--- src/rtl/march_op_executor.sv ---
// -----------------------------------------------------------------------------
// march_op_executor
//
// Executes formatted march operations against a memory under test. Each
// element starts with a start pulse. The pulse latches the sweep direction and
// the background pattern. The executor then accepts one op per handshake. For
// each accepted op it drives a registered memory access at the current
// address. A read is checked two edges after it is issued. The check compares
// the returned data against the expected background. The first failing address
// is recorded, and the fail count saturates at 255.
//
// Ports:
//   clk        in   1    clock, all state on rising edge
//   rst        in   1    asynchronous active-high reset
//   start      in   1    begin a march element (ignored while busy)
//   addr_down  in   1    sweep direction, sampled with start (1 = descending)
//   bg_data    in   dw   background pattern, sampled with start
//   op_in      in   opw  formatted op: [0] write, [1] invert bg, [2] last op
//   op_valid   in   1    op_in valid
//   op_ready   out  1    op accepted this cycle when op_valid is high
//   mem_addr   out  aw   registered memory address
//   mem_we     out  1    registered write strobe
//   mem_re     out  1    registered read strobe
//   mem_wdata  out  dw   registered write data (expected data for reads)
//   mem_rdata  in   dw   read data, valid the cycle after mem_re
//   busy       out  1    element in progress
//   elem_done  out  1    one-cycle pulse at element completion
//   fail       out  1    sticky read-mismatch flag
//   fail_addr  out  aw   address of the first mismatch
//   fail_cnt   out  8    saturating mismatch count
// -----------------------------------------------------------------------------
module march_op_executor #(
    parameter int opw = 3,
    parameter int aw  = 8,
    parameter int dw  = 8
) (
    input  logic           clk,
    input  logic           rst,
    input  logic           start,
    input  logic           addr_down,
    input  logic [dw-1:0]  bg_data,
    input  logic [opw-1:0] op_in,
    input  logic           op_valid,
    output logic           op_ready,
    output logic [aw-1:0]  mem_addr,
    output logic           mem_we,
    output logic           mem_re,
    output logic [dw-1:0]  mem_wdata,
    input  logic [dw-1:0]  mem_rdata,
    output logic           busy,
    output logic           elem_done,
    output logic           fail,
    output logic [aw-1:0]  fail_addr,
    output logic [7:0]     fail_cnt
);

    typedef enum logic [1:0] {
        IDLE  = 2'd0,
        EXEC  = 2'd1,
        DRAIN = 2'd2
    } state_t;

    localparam logic [aw-1:0] addr_max = '1;

    state_t          state;
    state_t          state_next;

    logic            dir_down;
    logic [dw-1:0]   bg;
    logic [aw-1:0]   cnt;
    logic            drain_step;

    // Second compare stage: the read issued one edge earlier, with its data due now.
    logic            cmp_valid;
    logic [dw-1:0]   cmp_exp;
    logic [aw-1:0]   cmp_addr;

    logic            handshake;
    logic            is_last;
    logic            at_end;
    logic            start_elem;
    logic            drain_done;
    logic            mismatch;
    logic [dw-1:0]   expected;

    // Ready and busy decode straight from the state register. They change on
    // the start edge and fall asynchronously with rst.
    assign op_ready  = (state == EXEC);
    assign busy      = (state != IDLE);
    assign handshake = op_valid && (state == EXEC);
    assign is_last   = op_in[2];
    assign expected  = bg ^ {dw{op_in[1]}};
    assign at_end    = dir_down ? (cnt == '0) : (cnt == addr_max);
    assign mismatch  = cmp_valid && (mem_rdata != cmp_exp);

    // State register
    always_ff @(posedge clk or posedge rst) begin
        if (rst) begin
            state <= IDLE;
        end else begin
            state <= state_next;
        end
    end

    // Next-state decode
    always_comb begin
        // NOTE: every output of this block gets a default first, so no path
        // leaves a value unassigned and no latch is inferred.
        state_next = state;
        start_elem = 1'b0;
        drain_done = 1'b0;
        case (state)
            IDLE: begin
                if (start) begin
                    start_elem = 1'b1;
                    state_next = EXEC;
                end
            end
            EXEC: begin
                if (handshake && is_last && at_end) begin
                    state_next = DRAIN;
                end
            end
            DRAIN: begin
                // The compare pipeline is a fixed two stages deep. The second
                // DRAIN edge is therefore the edge on which the final read resolves.
                if (drain_step) begin
                    drain_done = 1'b1;
                    state_next = IDLE;
                end
            end
            default: state_next = IDLE;
        endcase
    end

    // Element setup and address counter
    always_ff @(posedge clk or posedge rst) begin
        if (rst) begin
            dir_down   <= 1'b0;
            bg         <= '0;
            cnt        <= '0;
            drain_step <= 1'b0;
            elem_done  <= 1'b0;
        end else begin
            if (start_elem) begin
                dir_down <= addr_down;
                bg       <= bg_data;
                cnt      <= addr_down ? addr_max : '0;
            end else if (handshake && is_last && !at_end) begin
                // The counter stops at the end address rather than wrapping.
                cnt <= dir_down ? cnt - 1'b1 : cnt + 1'b1;
            end
            drain_step <= (state == DRAIN) && !drain_step;
            elem_done  <= drain_done;
        end
    end

    // Memory port. Address and data hold between accesses, and the strobes
    // drop in any cycle without a handshake.
    always_ff @(posedge clk or posedge rst) begin
        if (rst) begin
            mem_addr  <= '0;
            mem_we    <= 1'b0;
            mem_re    <= 1'b0;
            mem_wdata <= '0;
        end else begin
            mem_we <= 1'b0;
            mem_re <= 1'b0;
            if (handshake) begin
                mem_addr  <= cnt;
                mem_we    <= op_in[0];
                mem_re    <= ~op_in[0];
                mem_wdata <= expected;
            end
        end
    end

    // Compare pipeline. mem_re, mem_addr and mem_wdata form the first stage.
    // The cmp_* registers form the second stage and line up with mem_rdata.
    always_ff @(posedge clk or posedge rst) begin
        if (rst) begin
            cmp_valid <= 1'b0;
            cmp_exp   <= '0;
            cmp_addr  <= '0;
            fail      <= 1'b0;
            fail_addr <= '0;
            fail_cnt  <= '0;
        end else begin
            cmp_valid <= mem_re;
            cmp_exp   <= mem_wdata;
            cmp_addr  <= mem_addr;
            if (mismatch) begin
                fail <= 1'b1;
                if (!fail) begin
                    fail_addr <= cmp_addr;
                end
                if (fail_cnt != 8'hFF) begin
                    fail_cnt <= fail_cnt + 8'd1;
                end
            end
        end
    end

endmodule
--- config.mk ---
export PLATFORM = sky130hd
export DESIGN_NAME = march_op_executor
export DESIGN_NICKNAME = d
export VERILOG_FILES = /design/src/rtl/march_op_executor.sv
export SDC_FILE = /design/constraint.sdc
export NUM_CORES = 1
export LEC_CHECK = 0
export ABC_AREA = 1
export ABC_CLOCK_PERIOD_IN_PS = 2700
export BUFFER_PORTS_ARGS = -buffer_cell sky130_fd_sc_hd__buf_4
export CORE_ASPECT_RATIO = 1.25
export CORE_MARGIN = 4
export CORE_UTILIZATION = 55
export DETAILED_ROUTE_END_ITERATION = 10
export PLACE_DENSITY = 0.79
export SLEW_MARGIN = 5
export SYNTH_ARGS = -nofsm -noshare
export SYNTH_HDL_FRONTEND = slang
export SYNTH_SLANG_ARGS = --single-unit
--- constraint.sdc ---
create_clock -name clk -period 2.7 [get_ports clk]
set_input_delay 0.135 -clock clk [delete_from_list [all_inputs] [get_ports clk]]
set_output_delay 0.135 -clock clk [all_outputs]
set_load 0.1 [all_outputs]
==> qor.txt, run 1 <==
STATUS
--------------------------------------------------------------------------------
Run status ........................................................ complete, but fails checks
Violated checks ...................................................  hold timing

CLOCK TREE
--------------------------------------------------------------------------------
Post-CTS Repair Setup Buffers .....................................            0
Quantity of hold-fixing buffers added after cts ...................            9
Root cell of the clock tree .......................................     clkbuf_8
Clock tree from TritonCTS .........................................          yes
Cells resized by post-CTS repair ..................................            0
Clk pin slew, worst setup/hold paths ..............................      0.07 ns
Number of sinks handled by clock tree synthesis ...................           73
Total clock buffers created by CTS ................................            9
Maximum level of the CTS H-tree ...................................            3
Clock Latency Late Sink ...........................................      0.33 ns
Buffers from clock root to sink, at most ..........................            2

POWER
--------------------------------------------------------------------------------
Peak supply drop ..................................................   0.000583 V
Switching Share ...................................................        49.6%
Leak ..............................................................      2.15 nW
Switching power total .............................................      2.64 mW
Final total power .................................................      5.32 mW
Clk network pwr share .............................................        15.7%
Pwr/cell area ..................................................... 1290 nW/um^2
Relative contribution of sequential cells to total power ..........        33.7%
Fraction of power consumed by combinational cells .................        50.6%
Internal portion of total power ...................................      2.68 mW

SETUP PATH
--------------------------------------------------------------------------------
CP Data Required Time .............................................      2.96 ns
Top fanout value on the critical path .............................           17
Top cell by count, worst path .....................................      nand2_1
Crit-path leading delay family .................................... simple AND/OR/NAND/NOR gates
Worst setup path category .........................................      reg2reg
Endpoint kind of the worst setup timing path ......................     register
Cell at the slowest stage of the critical path ....................      dfrtp_1
Number of buffers and inverters on the critical path ..............            1
Data arrival at the endpoint of the critical path .................      2.16 ns
Critical path's largest stage delay ...............................      0.43 ns
Critical R2R Launch ............................................... state[1]$_DFFE_PP0P_
Startpoint types ..................................................     register
Cell chain of the critical path ................................... nor2_1 -> nand2_2 -> inv_1 -> nand2_1 -> o21ai_0 -> nand2_1 -> o21ai_2
Startpoint of the most critical setup path ........................ state[1]$_DFFE_PP0P_

PLACE
--------------------------------------------------------------------------------
GP Congestion .....................................................        0.940
HPWL after DPL ....................................................      4670 um
# port buffers ....................................................           61
Setup WS pre-CTS ..................................................     0.810 ns

FLOORPLAN
--------------------------------------------------------------------------------
Chip Height .......................................................      94.9 um
Die area ..........................................................    7360 um^2
Floorplan Core Area ...............................................    5820 um^2
Cell row count ....................................................           31
Overall die width .................................................      77.6 um
Number of top-level design ports ..................................           62
Effective utilization at floorplan ................................        57.2%

GLOBAL ROUTING
--------------------------------------------------------------------------------
Number of global-route vias before repair .........................         2399
Global-route congestion overflow total ............................            0
Largest net degree at the start of global routing .................           43
GR Util All Layers ................................................        19.1%
Antenna violations before repair ..................................            0
Global-route wire length before repair ............................     11000 um

DRT
--------------------------------------------------------------------------------
DR vias/cell ......................................................         4.90
Drt initial violations ............................................          120
Initial DRT Pass Iterations .......................................            4
Wire per inst .....................................................      12.5 um
Number of DRC violations after detailed routing ...................            0
Post-Route WL .....................................................      6470 um
Number of vias in the routed layout ...............................         2529
Antenna viol nets, final ..........................................            0

LOGIC SYNTHESIS
--------------------------------------------------------------------------------
Prevailing post-synth register cell ...............................      dfrtp_1
Synthesized area divided by synthesized cell count ................    8.94 um^2
Fraction of synthesized cell area taken by the top area cell type .        54.9%
Cell accounting for the most synthesized area .....................      dfrtp_1
Compound-gate portion of the synthesized area .....................        6.88%
XOR/XNOR Fraction of Synth Area ...................................        6.06%
Nets in the synthesized netlist ...................................          404
Post-Synth Adder-Cell Area ........................................        3.24%
Synth Register Bits ...............................................           73
Main area contributors after synthesis ............................ dfrtp_1 55%, nand2_1 14%, xnor2_1 5.5%
Netlist area before placement .....................................    3330 um^2
Yosys synthesis warning count .....................................            0
Count of cell types in the netlist ................................           27
Multiplexer fraction of the synthesized cell area .................           0%
Instance count of the mapped netlist ..............................          372
Share of synthesized registers carrying an async set or reset .....         100%
Post-synth EDFFs ..................................................            0
Fraction of the mapped netlist area in simple logic gates .........        22.1%
Most numerous cell types in the synthesized netlist ............... 124 x nand2_1, 73 x dfrtp_1, 45 x inv_1
Most used standard cell by instance count after synthesis .........      nand2_1
Seq/Total Area, Yosys .............................................        54.9%
Main combinational cell family by area after synthesis ............ simple AND/OR/NAND/NOR gates

TIMING
--------------------------------------------------------------------------------
Actual transition at the worst max-transition pin .................     0.857 ns
Setup repair after global routing missed its margin ...............           no
Relative slew slack ...............................................        42.8%
Final Hold Vio Count ..............................................           41
Final cycle utilization of the critical path ......................        70.3%
Max-slew violation count ..........................................            0
Fin worst setup slack .............................................     0.802 ns
Worst setup skew after layout .....................................   0.00522 ns
Final setup viols .................................................            0
Peak clock frequency supported by timing ..........................      527 MHz
Setup_tns .........................................................         0 ns
Hold WS ...........................................................   -0.0179 ns
Shortest period the worst path allows .............................      1.90 ns

CELLS AND AREA
--------------------------------------------------------------------------------
Layout overhead on the synthesized area ...........................        23.8%
Count of antenna diodes in the layout .............................            0
Total number of nets in the final design ..........................          477
Share of layout cells above drive strength 1 ......................        21.1%

HOLD PATH
--------------------------------------------------------------------------------
Class of the most critical hold timing path .......................     in2async

FLOW RUN
--------------------------------------------------------------------------------
MaxCap Viol Count .................................................            0

[worst register-to-register path, stage by stage (launching register included)]
cell,delay [ns]
dfrtp_1,0.43
nor2_1,0.18
nand2_2,0.25
inv_1,0.36
nand2_1,0.29
o21ai_0,0.15
nand2_1,0.09
o21ai_2,0.07
[final timing paths]
check / slack (ns) / end / depth (start not counted)
setup / recovery: 0.80 / cnt[1]$_DFFE_PP0P_ / 7
hold / removal: -0.02 / fail_cnt[0]$_DFFE_PP0P_ / 2
setup reg to reg: 0.80 / cnt[1]$_DFFE_PP0P_ / 7
hold reg to reg: 0.40 / cmp_valid$_DFF_PP0_ / 0
max in group asynchronous: 2.07 / cnt[0]$_DFFE_PP0P_ / 3
min in group clk: 0.18 / mem_wdata[5]$_DFFE_PP0N_ / 3
[power by group through the flow]
stage               registers [mW]  clock network [mW]  logic (mW)
floorplan                     2.80                   0        1.12
global placement              1.80                   0        2.64
detailed placement            1.81                   0        2.68
CTS                           1.80               0.848        2.71
global route                  1.84               0.898        2.94
finish                        1.79               0.833        2.70
[layout by cell type, fill, tap and decap left out, types with 2 or more instances in the layout]
cell	Yosys	routed
ha_1	7	7
clkinv_2	0	2
or2_2	2	2
nand4_1	2	2
xnor2_1	21	21
xor2_1	2	2
dlygate4sd3_1	0	9
nand3_1	12	12
o21ai_0	28	28
inv_1	45	44
buf_4	1	61
nand2_1	124	124
nand3_2	3	3
o21ai_1	4	4
a21oi_1	5	5
o21ai_2	5	5
clkbuf_8	0	10
dfrtp_1	73	73
nand2_2	3	3
nor2_1	18	18
nor2_4	2	2
clkinvlp_4	0	2
nor3_1	2	2
[registers in the layout, indices dropped and copies added (netlist names), 2 cells and up]
| name | cells |
|---|---|
| bg | 8 |
| cnt | 8 |
| state | 2 |
| mem_addr | 8 |
| fail_addr | 8 |
| mem_wdata | 8 |
| cmp_addr | 8 |
| fail_cnt | 8 |
| cmp_exp | 8 |
[cells by family after synthesis]
family | after synthesis
flops | 73
xor+xnor | 23
fa+ha+maj | 8
buf+inv | 54
compound gates | 42
simple gates | 172
[final cells by class]
type,instances,area [um^2]
sequential,73,1830
fill,430,1700
multi-input combinational,245,1270
timing repair buffer,71,568
inverter,45,169
clock buffer,11,141
tap,66,82.6
clock inverter,5,55.1
[metrics by stage]
stage / instances / instance area, um^2 / utilization, %
floorplan: 372 / 3330 / -
global placement: 491 / 3830 / 65.8
detailed placement: 491 / 3830 / 65.8
CTS: 516 / 4120 / 70.8
global route: 516 / 4120 / 70.8
finish: 516 / 4120 / 70.8
[layer usage]
metal  vias to the layer above  track usage [%]  part of all wire [%]
li1                       1298                -                     -
met1                      1182             24.3                    44
met2                        41             31.7                    51
met3                         8             4.48                   3.2
met4                         0             7.86                   1.5
met5                         -                0                     0
No activity file was read; power rests on OpenSTA's default activity.
==> run 2, diff against run 1 <==
--- a/config.mk
+++ b/config.mk
@@ -6,7 +6,7 @@
 export NUM_CORES = 1
 export LEC_CHECK = 0
 export ABC_AREA = 1
-export ABC_CLOCK_PERIOD_IN_PS = 2700
+export ABC_CLOCK_PERIOD_IN_PS = 1900
 export BUFFER_PORTS_ARGS = -buffer_cell sky130_fd_sc_hd__buf_4
 export CORE_ASPECT_RATIO = 1.25
 export CORE_MARGIN = 4
==> constraint.sdc (replaced) <==
create_clock -name clk -period 1.9 [get_ports clk]
set_input_delay 0.095 -clock clk [delete_from_list [all_inputs] [get_ports clk]]
set_output_delay 0.095 -clock clk [all_outputs]
set_load 0.1 [all_outputs]
==> run 2 against run 1 <==
Effect of this change: the flow now finishes without violations; first-iteration DRC count decreased by 11%; sequential share of layout area fell by 0.68 points; maximum frequency rose by 12%; combinational power increased by 43%; total power rose by 44%; core utilization is 1.3 points higher; hold slack improved by 0.062 ns; register-to-register slack worse by 0.60 ns; clock power rose by 51%; critical endpoint is now cnt[3]$_DFFE_PP0P_; largest cell class unchanged.
==> qor.txt, run 2 (synthesis results as in run 1) <==
DRT
-------------------------------------------------------------------------------------
Number of vias in the routed layout ....................................         2601   was 2529
Drt initial violations .................................................          107   was 120
Wire per inst ..........................................................      12.2 um   was 12.5 um
DR vias/cell ...........................................................         4.98   was 4.90
Antenna viol nets, final ...............................................            0   unchanged
Number of DRC violations after detailed routing ........................            0   unchanged
Initial DRT Pass Iterations ............................................            4   unchanged
Post-Route WL ..........................................................      6380 um   was 6470 um

SETUP PATH
-------------------------------------------------------------------------------------
Startpoint of the most critical setup path ............................. dir_down$_DFFE_PP0P_   was state[1]$_DFFE_PP0P_
Cell at the slowest stage of the critical path .........................      dfrtp_1   unchanged
Data arrival at the endpoint of the critical path ......................      1.92 ns   was 2.16 ns
Worst setup path category ..............................................      reg2reg   unchanged
Reg2Reg Capture Point .................................................. cnt[3]$_DFFE_PP0P_   was cnt[1]$_DFFE_PP0P_
CP Data Required Time ..................................................      2.13 ns   was 2.96 ns
Endpoint kind of the worst setup timing path ...........................     register   unchanged
Register-to-register path setup slack ..................................      0.21 ns   was 0.80 ns
Number of buffers and inverters on the critical path ...................            0   was 1
Depth of the worst register-to-register path ...........................            8   was 7
Startpoint types .......................................................     register   unchanged
Crit-path leading delay family ......................................... simple AND/OR/NAND/NOR gates   unchanged
Top fanout value on the critical path ..................................            5   was 17
Critical R2R Launch .................................................... dir_down$_DFFE_PP0P_   was state[1]$_DFFE_PP0P_
Top cell by count, worst path ..........................................      nand2_1   unchanged
Cell chain of the critical path ........................................ ha_1 -> a21oi_1 -> nand2_1 -> or2_2 -> nand3_1 -> nand2_1 -> nand2_1 -> o21ai_1   was nor2_1 -> nand2_2 -> inv_1 -> nand2_1 -> o21ai_0 -> nand2_1 -> o21ai_2
Critical path's largest stage delay ....................................      0.41 ns   was 0.43 ns

FLOORPLAN
-------------------------------------------------------------------------------------
Die area ...............................................................    7360 um^2   unchanged
Number of top-level design ports .......................................           62   unchanged
Effective utilization at floorplan .....................................        57.2%   unchanged
Chip Height ............................................................      94.9 um   unchanged
Cell row count .........................................................           31   unchanged
Overall die width ......................................................      77.6 um   unchanged
Floorplan Core Area ....................................................    5820 um^2   unchanged

POWER
-------------------------------------------------------------------------------------
Leak ...................................................................      2.18 nW   was 2.15 nW
Pwr/cell area .......................................................... 1830 nW/um^2   was 1290 nW/um^2
Peak supply drop .......................................................   0.000928 V   was 0.000583 V

CLOCK TREE
-------------------------------------------------------------------------------------
Quantity of hold-fixing buffers added after cts ........................           10   was 9
Post-CTS Repair Setup Buffers ..........................................            0   unchanged
Clk pin slew, worst setup/hold paths ...................................      0.07 ns   about the same
Buffers from clock root to sink, at most ...............................            2   unchanged
Total clock buffers created by CTS .....................................            9   unchanged
Cells resized by post-CTS repair .......................................            0   unchanged
Root cell of the clock tree ............................................     clkbuf_8   unchanged
Maximum level of the CTS H-tree ........................................            3   unchanged
Clock Latency Late Sink ................................................      0.34 ns   was 0.33 ns
Clock tree from TritonCTS ..............................................          yes   unchanged
Number of sinks handled by clock tree synthesis ........................           73   unchanged

CELLS AND AREA
-------------------------------------------------------------------------------------
Layout overhead on the synthesized area ................................        26.0%   was 23.8%
Fillcell total .........................................................          444   was 430
Share of layout cells above drive strength 1 ...........................        23.0%   was 21.1%
Count of antenna diodes in the layout ..................................            0   unchanged
Most frequent standard cell in the layout excluding fill and tap cells .      nand2_1   unchanged
Total number of nets in the final design ...............................          483   was 477
Final standard cell area without fillers ...............................    4190 um^2   was 4120 um^2
Commonest cells after routing, fill and taps aside ..................... 124 x nand2_1, 69 x dfrtp_1, 66 x buf_4, 44 x inv_1, 28 x o21ai_0   was 124 x nand2_1, 73 x dfrtp_1, 61 x buf_4, 44 x inv_1, 28 x o21ai_0

TIMING
-------------------------------------------------------------------------------------
Actual transition at the worst max-transition pin ......................     0.299 ns   was 0.857 ns
Fin worst setup slack ..................................................     0.206 ns   was 0.802 ns
Final Hold Vio Count ...................................................            0   was 41
Final cycle utilization of the critical path ...........................        89.1%   was 70.3%
Worst setup skew after layout ..........................................   0.00721 ns   was 0.00522 ns
Peak clock frequency supported by timing ...............................      590 MHz   was 527 MHz
Setup_tns ..............................................................         0 ns   unchanged
Setup repair after global routing missed its margin ....................           no   unchanged
Max-slew violation count ...............................................            0   unchanged
Shortest period the worst path allows ..................................      1.69 ns   was 1.90 ns
Hold WS ................................................................    0.0436 ns   was -0.0179 ns
Final setup viols ......................................................            0   unchanged
Relative slew slack ....................................................        80.0%   was 42.8%

PLACE
-------------------------------------------------------------------------------------
HPWL after DPL .........................................................      4720 um   was 4670 um
# port buffers .........................................................           61   unchanged
Setup WS pre-CTS .......................................................     0.215 ns   was 0.810 ns
Cell area after placement ..............................................    3880 um^2   was 3830 um^2
GP Congestion ..........................................................        0.934   was 0.940

GLOBAL ROUTING
-------------------------------------------------------------------------------------
Number of global-route vias before repair ..............................         2496   was 2399
Global-route wire length before repair .................................     11000 um   about the same
Antenna violations before repair .......................................            0   unchanged
Global-route congestion overflow total .................................            0   unchanged
GR Util All Layers .....................................................        19.0%   was 19.1%
Largest net degree at the start of global routing ......................           50   was 43

HOLD PATH
-------------------------------------------------------------------------------------
Hold endpoint .......................................................... state[0]$_DFFE_PP0P_
Hold Startpoint ........................................................        start
Number of cells on the worst hold path .................................            3
Class of the most critical hold timing path ............................       in2reg   was in2async

FLOW RUN
-------------------------------------------------------------------------------------
MaxCap Viol Count ......................................................            0   unchanged

STATUS
-------------------------------------------------------------------------------------
Run status ............................................................. finished, final reports clean   was complete, but fails checks

[run 2: worst max-delay path by stage]
stage	endpoint	slack (ns)	cells past startpoint
after floorplan	fail_cnt[2]$_DFFE_PP0P_	0.01	7
after global placement	cnt[4]$_DFFE_PP0P_	0.24	10
after detailed placement	cnt[4]$_DFFE_PP0P_	0.22	10
after CTS	cnt[4]$_DFFE_PP0P_	0.22	10
after global routing	cnt[6]$_DFFE_PP0P_	0.03	11
final	cnt[3]$_DFFE_PP0P_	0.21	8
[run 2: worst register-to-register path, delay by kind of cell (launching register included)]
family | cells | cell delay [ns]
adder cells (fa/ha/maj) | 1 | 0.36
AND/OR/NAND/NOR | 5 | 0.60
AO/OA/AOI/OAI | 2 | 0.23
flip-flops | 1 | 0.41
[run 2: metal layers]
layer	share of wire [%]	GRT usage (%)	wire length [um]	up-vias
met3	4.8	5.25	306	10
met1	42	22.1	2660	1229
met5	0	0	0	-
li1	-	-	-	1310
met2	52	33.1	3320	52
met4	1.5	7.57	94	0
[run 2: final cells by class]
| type | instances | area (um^2) | share of cell area [%] |
|---|---|---|---|
| Timing Repair Buffer | 77 | 616 | 14.7 |
| Tap cell | 66 | 82.6 | 1.97 |
| Multi-Input combinational cell | 245 | 1270 | 30.4 |
| Inverter | 45 | 173 | 4.12 |
| Sequential cell | 73 | 1830 | 43.7 |
| Clock inverter | 4 | 50.0 | 1.19 |
| Clock buffer | 12 | 165 | 3.94 |
[run 2: metrics by stage]
| stage | total power [mW] | utilization (%) | std cells |
|---|---|---|---|
| 2_1_floorplan | 5.58 | - | 372 |
| 3_3_place_gp | 6.30 | 66.6 | 496 |
| 3_5_place_dp | 6.42 | 66.6 | 496 |
| 4_1_cts | 7.72 | 72.0 | 522 |
| 5_1_grt | 8.17 | 72.0 | 522 |
| 6_report | 7.65 | 72.0 | 522 |
[run 2: power by group]
group / switching, mW / internal (mW) / leakage (nW)
logic: 2.76 / 1.10 / 1.16
clock network: 0.547 / 0.711 / 0.105
registers: 0.426 / 2.10 / 0.917
total: 3.74 / 3.92 / 2.18
==> run 3, diff against run 2 <==
==> config.mk (replaced) <==
export PLATFORM = sky130hd
export DESIGN_NAME = march_op_executor
export DESIGN_NICKNAME = d
export VERILOG_FILES = /design/src/rtl/march_op_executor.sv
export SDC_FILE = /design/constraint.sdc
export NUM_CORES = 1
export LEC_CHECK = 0
export ABC_CLOCK_PERIOD_IN_PS = 1610
export BUFFER_PORTS_ARGS = -buffer_cell sky130_fd_sc_hd__buf_4
export CORE_ASPECT_RATIO = 1.1
export CORE_MARGIN = 4
export CORE_UTILIZATION = 54
export DETAILED_ROUTE_END_ITERATION = 10
export PLACE_DENSITY = 0.78
export SLEW_MARGIN = 5
export SYNTH_ARGS = -nofsm -noshare
export SYNTH_HDL_FRONTEND = slang
export SYNTH_SLANG_ARGS = --single-unit
==> constraint.sdc (replaced) <==
create_clock -name clk -period 1.61 [get_ports clk]
set_input_delay 0.0805 -clock clk [delete_from_list [all_inputs] [get_ports clk]]
set_output_delay 0.0805 -clock clk [all_outputs]
set_load 0.1 [all_outputs]
==> run 3 against run 2 <==
Effect of this change: the run now ends with setup timing left; hold slack improved by 0.074 ns; synthesized cell count is 28% lower; cell area grew 7.3%; final cell count fell by 12%; clock skew is 0.0023 ns lower; via count fell by 7.4%; critical path type unchanged; critical endpoint is now cnt[5]$_DFFE_PP0P_; largest cell class unchanged; highest routed layer unchanged.
==> qor.txt, run 3 <==
CLOCK TREE
-------------------------------------------------------------------------------------
Total clock buffers created by CTS .....................................            9   unchanged
Maximum level of the CTS H-tree ........................................            3   unchanged
Buffers from clock root to sink, at most ...............................            2   unchanged
Clk pin slew, worst setup/hold paths ...................................      0.08 ns   was 0.07 ns
Number of sinks handled by clock tree synthesis ........................           73   unchanged
Clock tree from TritonCTS ..............................................          yes   unchanged
Clock Latency Late Sink ................................................      0.34 ns   about the same
Root cell of the clock tree ............................................     clkbuf_8   unchanged

DRT
-------------------------------------------------------------------------------------
Number of DRC violations after detailed routing ........................            0   unchanged
Wire per inst ..........................................................      15.9 um   was 12.2 um
DR vias/cell ...........................................................         5.26   was 4.98
Met3 wire length .......................................................       271 um   was 306 um
Drt initial violations .................................................          109   was 107
Initial DRT Pass Iterations ............................................            5   was 4
Antenna viol nets, final ...............................................            0   unchanged
Number of vias in the routed layout ....................................         2408   was 2601
Routed length on met1 ..................................................      2900 um   was 2660 um
Routed length on met2 ..................................................      3940 um   was 3320 um
Post-Route WL ..........................................................      7290 um   was 6380 um
Top layer reached by signal wires ......................................         met4   unchanged

TIMING
-------------------------------------------------------------------------------------
Final setup viols ......................................................           25   was 0
Peak clock frequency supported by timing ...............................      532 MHz   was 590 MHz
Fin worst setup slack ..................................................    -0.270 ns   was 0.206 ns
Max-slew violation count ...............................................            0   unchanged
Shortest period the worst path allows ..................................      1.88 ns   was 1.69 ns
Actual transition at the worst max-transition pin ......................     0.371 ns   was 0.299 ns
Setup repair after global routing missed its margin ....................          yes   was no
Hold WS ................................................................     0.118 ns   was 0.0436 ns
Relative slew slack ....................................................        75.2%   was 80.0%
Final Hold Vio Count ...................................................            0   unchanged
Worst setup skew after layout ..........................................   0.00491 ns   was 0.00721 ns
Final cycle utilization of the critical path ...........................         117%   was 89.1%

SETUP PATH
-------------------------------------------------------------------------------------
CP Data Required Time ..................................................      1.86 ns   was 2.13 ns
Reg2Reg Capture Point .................................................. cnt[5]$_DFFE_PP0P_   was cnt[3]$_DFFE_PP0P_
Endpoint kind of the worst setup timing path ...........................     register   unchanged
Data arrival at the endpoint of the critical path ......................      2.13 ns   was 1.92 ns
Top cell by count, worst path ..........................................       nor2_1   was nand2_1
Cell at the slowest stage of the critical path .........................      dfrtp_2   was dfrtp_1
Critical path's largest stage delay ....................................      0.49 ns   was 0.41 ns
Cell chain of the critical path ........................................ ha_1 -> a211oi_2 -> nor2_1 -> o21a_1 -> nor2_1 -> xor2_1 -> a211oi_1   was ha_1 -> a21oi_1 -> nand2_1 -> or2_2 -> nand3_1 -> nand2_1 -> nand2_1 -> o21ai_1
Register-to-register path setup slack ..................................     -0.27 ns   was 0.21 ns
Depth of the worst register-to-register path ...........................            7   was 8
Worst setup path category ..............................................      reg2reg   unchanged
Critical R2R Launch .................................................... dir_down$_DFFE_PP0P_   unchanged
Startpoint types .......................................................     register   unchanged
Top fanout value on the critical path ..................................            8   was 5

FLOORPLAN
-------------------------------------------------------------------------------------
Floorplan Core Area ....................................................    5500 um^2   was 5820 um^2
Number of top-level design ports .......................................           62   unchanged
Chip Height ............................................................      88.0 um   was 94.9 um
Overall die width ......................................................      80.8 um   was 77.6 um
Cell row count .........................................................           28   was 31
Die area ...............................................................    7110 um^2   was 7360 um^2
Effective utilization at floorplan .....................................        57.2%   about the same

LOGIC SYNTHESIS
-------------------------------------------------------------------------------------
Most numerous cell types in the synthesized netlist .................... 73 x dfrtp_1, 35 x nand2_1, 23 x xnor2_1   was 124 x nand2_1, 73 x dfrtp_1, 45 x inv_1
Nets in the synthesized netlist ........................................          298   was 404
Netlist area before placement ..........................................    3140 um^2   was 3330 um^2
Share of synthesized registers carrying an async set or reset ..........         100%   unchanged
Synthesized area divided by synthesized cell count .....................    11.8 um^2   was 8.94 um^2
Cell accounting for the most synthesized area ..........................      dfrtp_1   unchanged
Yosys synthesis warning count ..........................................            0   unchanged
Fraction of synthesized cell area taken by the top area cell type ......        58.1%   was 54.9%
Most used standard cell by instance count after synthesis ..............      dfrtp_1   was nand2_1
Synth Register Bits ....................................................           73   unchanged
Post-synth EDFFs .......................................................            0   unchanged
Seq/Total Area, Yosys ..................................................        58.1%   was 54.9%
Main area contributors after synthesis ................................. dfrtp_1 58%, xnor2_1 6.4%, mux2_2 6.1%   was dfrtp_1 55%, nand2_1 14%, xnor2_1 5.5%
Instance count of the mapped netlist ...................................          266   was 372
Count of cell types in the netlist .....................................           41   was 27
Prevailing post-synth register cell ....................................      dfrtp_1   unchanged

GLOBAL ROUTING
-------------------------------------------------------------------------------------
Number of global-route vias before repair ..............................         2448   was 2496
Global-route congestion overflow total .................................            0   unchanged
GR Util All Layers .....................................................        22.3%   was 19.0%
Antenna violations before repair .......................................            0   unchanged
Largest net degree at the start of global routing ......................           74   was 50
Global-route wire length before repair .................................     11800 um   was 11000 um

CELLS AND AREA
-------------------------------------------------------------------------------------
Layout overhead on the synthesized area ................................        43.1%   was 26.0%
Share of layout cells above drive strength 1 ...........................        47.0%   was 23.0%
Total number of nets in the final design ...............................          410   was 483
Commonest cells after routing, fill and taps aside ..................... 89 x buf_4, 64 x dfrtp_1, 30 x nand2_1, 17 x xnor2_1, 16 x mux2_2   was 124 x nand2_1, 69 x dfrtp_1, 66 x buf_4, 44 x inv_1, 28 x o21ai_0
Count of antenna diodes in the layout ..................................            0   unchanged
Most frequent standard cell in the layout excluding fill and tap cells .        buf_4   was nand2_1

HOLD PATH
-------------------------------------------------------------------------------------
Hold Startpoint ........................................................     op_in[1]   was start
Class of the most critical hold timing path ............................       in2reg   unchanged
Number of cells on the worst hold path .................................            3   unchanged
Hold endpoint .......................................................... mem_wdata[7]$_DFFE_PP0N_   was state[0]$_DFFE_PP0P_

STATUS
-------------------------------------------------------------------------------------
Run status ............................................................. complete, but fails checks   was finished, final reports clean
Violated checks ........................................................ setup timing

PLACE
-------------------------------------------------------------------------------------
HPWL after DPL .........................................................      4790 um   was 4720 um
# port buffers .........................................................           61   unchanged
GP Congestion ..........................................................        0.884   was 0.934

FLOW RUN
-------------------------------------------------------------------------------------
MaxCap Viol Count ......................................................            0   unchanged

run 3: cell families (layout without fill, tap and decap cells):
kind of cell / count (synthesis) / count (layout) / synth area share, %
AO/OA/AOI/OAI: 43 / 43 / 8.83
XOR/XNOR: 26 / 26 / 7.24
adder cells (fa/ha/maj): 8 / 8 / 3.42
buffers and inverters: 13 / 130 / 2.03
flip-flops: 73 / 73 / 58.1
multiplexers: 17 / 17 / 6.09
AND/OR/NAND/NOR: 86 / 86 / 14.3
run 3: area by class of cell:
class	count	area, um^2
Tap cell	75	93.8
Clock buffer	10	138
Multi-Input combinational cell	180	1450
Clock inverter	6	66.3
Sequential cell	73	1840
Inverter	6	26.3
Timing Repair Buffer	108	886
Fill cell	290	1000
run 3: worst max path at each step:
| stage | end | start | slack [ns] |
|---|---|---|---|
| final | cnt[5]$_DFFE_PP0P_ | dir_down$_DFFE_PP0P_ | -0.27 |
| after floorplan | cnt[6]$_DFFE_PP0P_ | dir_down$_DFFE_PP0P_ | -0.19 |
| after global placement | cnt[6]$_DFFE_PP0P_ | dir_down$_DFFE_PP0P_ | -0.26 |
| after CTS | cnt[5]$_DFFE_PP0P_ | dir_down$_DFFE_PP0P_ | -0.25 |
| after global routing | cnt[6]$_DFFE_PP0P_ | dir_down$_DFFE_PP0P_ | -0.35 |
| after detailed placement | cnt[6]$_DFFE_PP0P_ | dir_down$_DFFE_PP0P_ | -0.35 |
run 3: worst max-delay path, delay by kind of cell (launching register included):
family | cells | cell delay [ns]
AND/OR/NAND/NOR | 2 | 0.22
flip-flops | 1 | 0.49
adder cells (fa/ha/maj) | 1 | 0.35
AO/OA/AOI/OAI | 3 | 0.65
XOR/XNOR | 1 | 0.08
run 3: metrics by stage:
stage / setup slack, ns / cells / setup TNS (ns) / instance area, um^2 / util (%)
after floorplan: -0.191 / 266 / -1.08 / 3190 / -
after global placement: -0.262 / 426 / -2.46 / 3960 / 72.0
after detailed placement: -0.353 / 426 / -3.24 / 3960 / 72.0
after CTS: -0.251 / 456 / -1.59 / 4440 / 80.7
after global routing: -0.353 / 458 / -5.21 / 4500 / 81.8
final: -0.270 / 458 / -2.77 / 4500 / 81.8
run 3: timing repair:
| action | 4_1_cts | 5_1_grt |
|---|---|---|
| gates resized for setup | 40 | 10 |
| hold buffers | 11 | 0 |
| setup endpoints to repair | 24 | 26 |
| pin swaps | 15 | 18 |
| endpoints found under the hold margin | 84 | 0 |
| buffers inserted | 6 | 3 |
| gates cloned | 0 | 0 |
run 3: per-layer routing:
| metal | global-route usage (%) | vias to the layer above |
|---|---|---|
| met5 | 0 | - |
| met4 | 10.6 | 0 |
| met1 | 27.7 | 1185 |
| met3 | 2.57 | 14 |
| met2 | 38.8 | 65 |
| li1 | - | 1144 |
Power of run 3 is not shown: default switching activity piles up to over one toggle a cycle in this logic, so the estimate is an artifact.
